$ cat src/rtl/branch_resolver_pkg.sv
// Shared constants for the branch resolver.
// Data width, zero value, booleans, queue depth.
package branch_resolver_pkg;

  localparam int DATA_WIDTH = 32;
  localparam int BQ_DEPTH   = 4;

  localparam logic [DATA_WIDTH-1:0] ZERO_DATA = '0;
  localparam logic TRUE  = 1'b1;
  localparam logic FALSE = 1'b0;

  // Sequential fall-through address; wraps naturally.
  function automatic logic [DATA_WIDTH-1:0] seq_pc(
    input logic [DATA_WIDTH-1:0] pc
  );
    return pc + DATA_WIDTH'(4);
  endfunction

endpackage

$ cat src/rtl/branch_resolver.sv
// In-order branch queue: allocate, resolve out of order,
// retire in program order and flush on a mispredict.
module branch_resolver
  import branch_resolver_pkg::*;
#(
  parameter int QUEUE_DEPTH = BQ_DEPTH,
  parameter int TAG_WIDTH   = 2
) (
  input  logic                  clk,
  input  logic                  rst,
  input  logic                  ena,
  input  logic                  in_alloc_valid,
  input  logic [DATA_WIDTH-1:0] in_alloc_pc,
  input  logic                  in_alloc_pred_taken,
  output logic [TAG_WIDTH-1:0]  out_alloc_tag,
  output logic                  out_full,
  input  logic                  in_resolve_valid,
  input  logic [TAG_WIDTH-1:0]  in_resolve_tag,
  input  logic                  in_resolve_taken,
  input  logic [DATA_WIDTH-1:0] in_resolve_target,
  output logic                  out_forwarding_valid,
  output logic [DATA_WIDTH-1:0] out_forwarding_branch_pc,
  output logic                  out_forwarding_branch_taken,
  output logic [DATA_WIDTH-1:0] out_forwarding_correct_address,
  output logic                  out_misbranch
);

  localparam int CW = TAG_WIDTH + 1;

  logic [QUEUE_DEPTH-1:0] valid_q;
  logic [QUEUE_DEPTH-1:0] resolved_q;
  logic [QUEUE_DEPTH-1:0] pred_q;
  logic [QUEUE_DEPTH-1:0] taken_q;
  logic [DATA_WIDTH-1:0]  pc_q     [QUEUE_DEPTH];
  logic [DATA_WIDTH-1:0]  target_q [QUEUE_DEPTH];

  logic [TAG_WIDTH-1:0] head_q, head_d;
  logic [TAG_WIDTH-1:0] tail_q, tail_d;
  logic [CW-1:0]        count_q, count_d;

  logic                  fwd_valid_q;
  logic [DATA_WIDTH-1:0] fwd_pc_q;
  logic                  fwd_taken_q;
  logic [DATA_WIDTH-1:0] fwd_addr_q;
  logic                  mis_q;

  logic retire;
  logic flush;
  logic do_alloc;
  logic do_res;

  assign out_alloc_tag = tail_q;
  assign out_full      = (count_q == CW'(QUEUE_DEPTH));

  assign out_forwarding_valid           = fwd_valid_q;
  assign out_forwarding_branch_pc       = fwd_pc_q;
  assign out_forwarding_branch_taken    = fwd_taken_q;
  assign out_forwarding_correct_address = fwd_addr_q;
  assign out_misbranch                  = mis_q;

  // Decide this cycle's retire, flush, allocate and resolve.
  always_comb begin
    retire   = ena && valid_q[head_q] && resolved_q[head_q];
    flush    = retire && (taken_q[head_q] != pred_q[head_q]);
    do_alloc = ena && in_alloc_valid && !out_full && !flush;
    do_res   = ena && in_resolve_valid
             && valid_q[in_resolve_tag] && !flush;
    head_d   = head_q;
    tail_d   = tail_q;
    count_d  = count_q;
    if (flush) begin
      head_d  = '0;
      tail_d  = '0;
      count_d = '0;
    end else begin
      if (retire)   head_d = head_q + 1'b1;
      if (do_alloc) tail_d = tail_q + 1'b1;
      count_d = count_q + CW'(do_alloc) - CW'(retire);
    end
  end

  // Pointer, count and entry status bits.
  always_ff @(posedge clk) begin
    if (rst) begin
      head_q     <= '0;
      tail_q     <= '0;
      count_q    <= '0;
      valid_q    <= '0;
      resolved_q <= '0;
    end else begin
      head_q  <= head_d;
      tail_q  <= tail_d;
      count_q <= count_d;
      if (flush) begin
        valid_q    <= '0;
        resolved_q <= '0;
      end else begin
        if (do_res) resolved_q[in_resolve_tag] <= TRUE;
        if (retire) begin
          valid_q[head_q]    <= FALSE;
          resolved_q[head_q] <= FALSE;
        end
        if (do_alloc) begin
          valid_q[tail_q]    <= TRUE;
          resolved_q[tail_q] <= FALSE;
        end
      end
    end
  end

  // Entry payload; meaningful only while the entry is valid.
  always_ff @(posedge clk) begin
    if (!rst) begin
      if (do_res) begin
        taken_q[in_resolve_tag]  <= in_resolve_taken;
        target_q[in_resolve_tag] <= in_resolve_target;
      end
      if (do_alloc) begin
        pc_q[tail_q]   <= in_alloc_pc;
        pred_q[tail_q] <= in_alloc_pred_taken;
      end
    end
  end

  // Registered retire report to the predictor.
  always_ff @(posedge clk) begin
    if (rst) begin
      fwd_valid_q <= FALSE;
      mis_q       <= FALSE;
      fwd_pc_q    <= ZERO_DATA;
      fwd_taken_q <= FALSE;
      fwd_addr_q  <= ZERO_DATA;
    end else begin
      fwd_valid_q <= retire;
      mis_q       <= flush;
      if (retire) begin
        fwd_pc_q    <= pc_q[head_q];
        fwd_taken_q <= taken_q[head_q];
        fwd_addr_q  <= taken_q[head_q] ? target_q[head_q]
                                       : seq_pc(pc_q[head_q]);
      end
    end
  end

endmodule

$ cat config.mk
export PLATFORM = sky130hd
export DESIGN_NAME = branch_resolver
export DESIGN_NICKNAME = d
export VERILOG_FILES = /design/src/rtl/branch_resolver_pkg.sv /design/src/rtl/branch_resolver.sv
export SDC_FILE = /design/constraint.sdc
export NUM_CORES = 1
export LEC_CHECK = 0
export CAP_MARGIN = 30
export CORE_MARGIN = 5
export CORE_UTILIZATION = 56
export DETAILED_ROUTE_END_ITERATION = 8
export PLACE_DENSITY = 0.87
export SLEW_MARGIN = 0
export SYNTH_ARGS = -nofsm -noshare
export SYNTH_HDL_FRONTEND = slang
export SYNTH_SLANG_ARGS = --single-unit
export TNS_END_PERCENT = 20
$ cat constraint.sdc
create_clock -name clk -period 6.5 [get_ports clk]
set_input_delay 1.625 -clock clk [delete_from_list [all_inputs] [get_ports clk]]
set_output_delay 1.625 -clock clk [all_outputs]
set_load 0.01 [all_outputs]
==> reports/metrics.csv <==
stage,metric,value,unit
clock_network,post_cts resized,0,
setup_path,crit path DAT,4.24,ns
sta,unrepaired setup endpoints after global routing,no,
synthesis,cell taking the most area after synthesis,edfxtp_1,
sta,fmax,259,MHz
setup_path,worst-path cell chain,clkdlybuf4s50_1 > nand2_1 > nor2_1 > o21ai_0 > ha_1 > inv_1 > ha_1 > inv_1 > fa_1 > xor2_1 > xnor2_1 > nor2_1,
sta,setup total negative slack,0,ns
clock_network,Clock transition at path regs,0.06,ns
grt,vias in the first global route,8507,
routing,DRC viols,0,
placed_design,Place WS,2.11,ns
setup_path,CP Capture Point,count_q[2]$_SDFF_PP0_,
setup_path,R2R cell count,7,
die,Die Span Y,167,um
synthesis,"FF+latch count, synth",348,
power_and_ir_drop,Tot Pwr,4.62,mW
synthesis,syn nets,960,
routing,Via Count,8326,
synthesis,Synth Warn #,0,
setup_path,critical path class,input pin to flop,
die,CORE AREA,24200,sq um
sta,Slew Limit Fails,0,
grt,initial antenna violation count,0,
finish,Layout Nets,1107,
clock_network,H-tree depth,2,
clock_network,"Clk Latency, worst-skew pair",0.52,ns
clock_network,TritonCTS Sinks,348,
setup_path,r2r endpoint,out_forwarding_correct_address[30]$_SDFFE_PP0N_,
grt,first-pass GRT wire length,49600,um
synthesis,synthesized cell area,13700,sq um
placed_design,Placer Congestion,0.852,
job,max-cap viol count,0,
setup_path,worst path buffer plus inverter count,3,
sta,max_slew headroom,38.2,%
die,Rows,57,
setup_path,slowest CP cell,clkdlybuf4s50_1,
synthesis,most frequent cell after synthesis,edfxtp_1,
synthesis,leading post-synthesis cells by instance count,"edfxtp_1 (264), nand2_1 (121), dfxtp_1 (84)",
sta,Final WS setup,2.64,ns
routing,routed length per placed instance,23.4,um
routing,First-pass DRT Iterations,6,
routing,vias per std cell,6.06,
clock_network,clk root buf,clkbuf_16,
synthesis,top-area cell type share of the netlist area,57.7,%
die,I/O Pins,143,
clock_network,CTS tree,built,
synthesis,main flop type after synthesis,edfxtp_1,
grt,Total GRT Usage,22.9,%
power_and_ir_drop,PwrDens,277,nW/um^2
die,initial core utilization,56.7,%
sta,hold_ws,0.452,ns
synthesis,Mapped Cells,875,
setup_path,crit path launch,ena,
setup_path,crit-path max cell delay,0.54,ns
setup_path,endpoint class of the critical path,flop,
power_and_ir_drop,Leak,5.29,nW
clock_network,number of post-CTS setup repair buffers,0,
synthesis,"Async S/R FF share, synth",0,%
grt,Congestion Overflow GR,0,
hold_path,Hold Path Class,flop to flop,
setup_path,flop2flop setup slack,3.19,ns
finish,number of diodes,0,
die,die area,27800,sq um
die,Die Wd,167,um
routing,drt initial violations,865,
synthesis,synth top area cells,"edfxtp_1 (58%), dfxtp_1 (12%), mux4_2 (10%), nand2_1 (3.3%), a21oi_1 (2.0%)",
sta,worst-margin pin slew,0.926,ns
routing,routed wire length,32100,um
finish,Area growth syn-to-layout,21.5,%
clock_network,CTS buffer count,36,
sta,skew final,0.0224,ns
sta,Tmin final,3.86,ns
status,status,completed,
placed_design,buffers added on ports,142,
power_and_ir_drop,VDD IR max,265,uV
sta,Final Hold Vio Count,0,
synthesis,post-synthesis cell type count,56,
setup_path,Crit path max-delay family,adder cells,
setup_path,Crit Path Max Fanout,11,
finish,share of layout cells above drive strength 1,15.4,%
hold_path,HP Start,out_forwarding_branch_pc[14]$_SDFFE_PP0N_,
synthesis,mean post-synth cell area,15.7,sq um
grt,pin count of the biggest net entering global routing,79,
sta,Tcrit/Tclk final,59.4,%
sta,final setup fails,0,
placed_design,Post-DP HPWL,20000,um
setup_path,Worst EP required,6.88,ns
setup_path,Setup crit start kind,input pin,
clock_network,CTS Buffer Depth,3,
routing,ANT nets after route,0,
setup_path,Worst path depth,12,
synthesis,Post-synth EDFFs,264,
synthesis,post-synthesis sequential area ratio,69.9,%
clock_network,# hold bufs at CTS,0,
[metrics by stage]
step	instances	utilization (%)	area, sq um
floorplan	875	-	13700
global placement	1306	63.8	15500
detailed placement	1307	63.8	15500
CTS	1373	68.7	16700
global route	1374	68.8	16700
finish	1374	68.8	16700
[cells in the final DEF (no fill, tap or decap), types with 16 or more instances in the layout]
cell and instances:
inv_1 19, dfxtp_1 82, clkdlybuf4s50_1 141, buf_4 16, a21oi_1 56, xor2_1 18
clkbuf_16 37, nand2_1 121, o21ai_0 19, mux4_2 63, nor2_1 39, edfxtp_1 264
[worst register-to-register path, stage by stage, from the launching register on]
cell and delay, ns:
dfxtp_2 0.93, mux4_2 0.58, ha_1 0.27, nand3_2 0.26, nor3_4 0.43, nand4_1 0.19
xor2_1 0.19, a221oi_1 0.35
[routing by layer]
metal / track usage (%) / vias to the layer above / share of wire (%)
met2: 38.8 / 470 / 51
met3: 4.79 / 80 / 8.0
met4: 6.79 / 0 / 2.9
li1: - / 3661 / -
met1: 30.4 / 4115 / 38
met5: 0 / - / 0
[sequential cells by signal (all words and copies together), names as in the netlist, 3 cells and up, named ones only]
| register | flops |
|---|---|
| count_q | 3 |
| out_forwarding_branch_pc | 32 |
| out_forwarding_correct_address | 32 |
| pc_q | 128 |
| pred_q | 4 |
| resolved_q | 4 |
| taken_q | 4 |
| target_q | 128 |
| valid_q | 4 |
[cell families after synthesis]
logic type                 synth area share, %
DFF                                       69.9
adders and majority gates                 1.15
and+or+nand+nor                           8.02
xor gates and xnor gates                  1.71
AOI/OAI and AO/OA                         5.52
buffers and inverters                     2.39
muxes                                     11.3
[area by class of cell]
type / instances / area, sq um
Timing Repair Buffer: 159 / 1560
Clock inverter: 17 / 193
Inverter: 20 / 75.1
Multi-Input combinational cell: 457 / 3840
Fill cell: 1514 / 7550
Tap cell: 324 / 405
Clock buffer: 49 / 1000
Sequential cell: 348 / 9610
[worst min-delay path by stage]
stage / end / slack [ns] / cells after the start
floorplan: valid_q[2]$_SDFF_PP0_ / 0.46 / 2
detailed placement: out_forwarding_branch_pc[14]$_SDFFE_PP0N_ / 0.45 / 2
global placement: out_forwarding_branch_pc[14]$_SDFFE_PP0N_ / 0.44 / 2
global route: out_forwarding_branch_pc[14]$_SDFFE_PP0N_ / 0.47 / 2
finish: out_forwarding_branch_pc[14]$_SDFFE_PP0N_ / 0.45 / 2
CTS: out_forwarding_branch_pc[14]$_SDFFE_PP0N_ / 0.45 / 2
[report_power, final]
part | internal [mW] | switching (mW) | total (mW)
logic | 0.0627 | 0.0807 | 0.143
registers | 2.41 | 0.00660 | 2.41
clock network | 1.24 | 0.822 | 2.07
No activity file was read; power rests on OpenSTA's default activity.
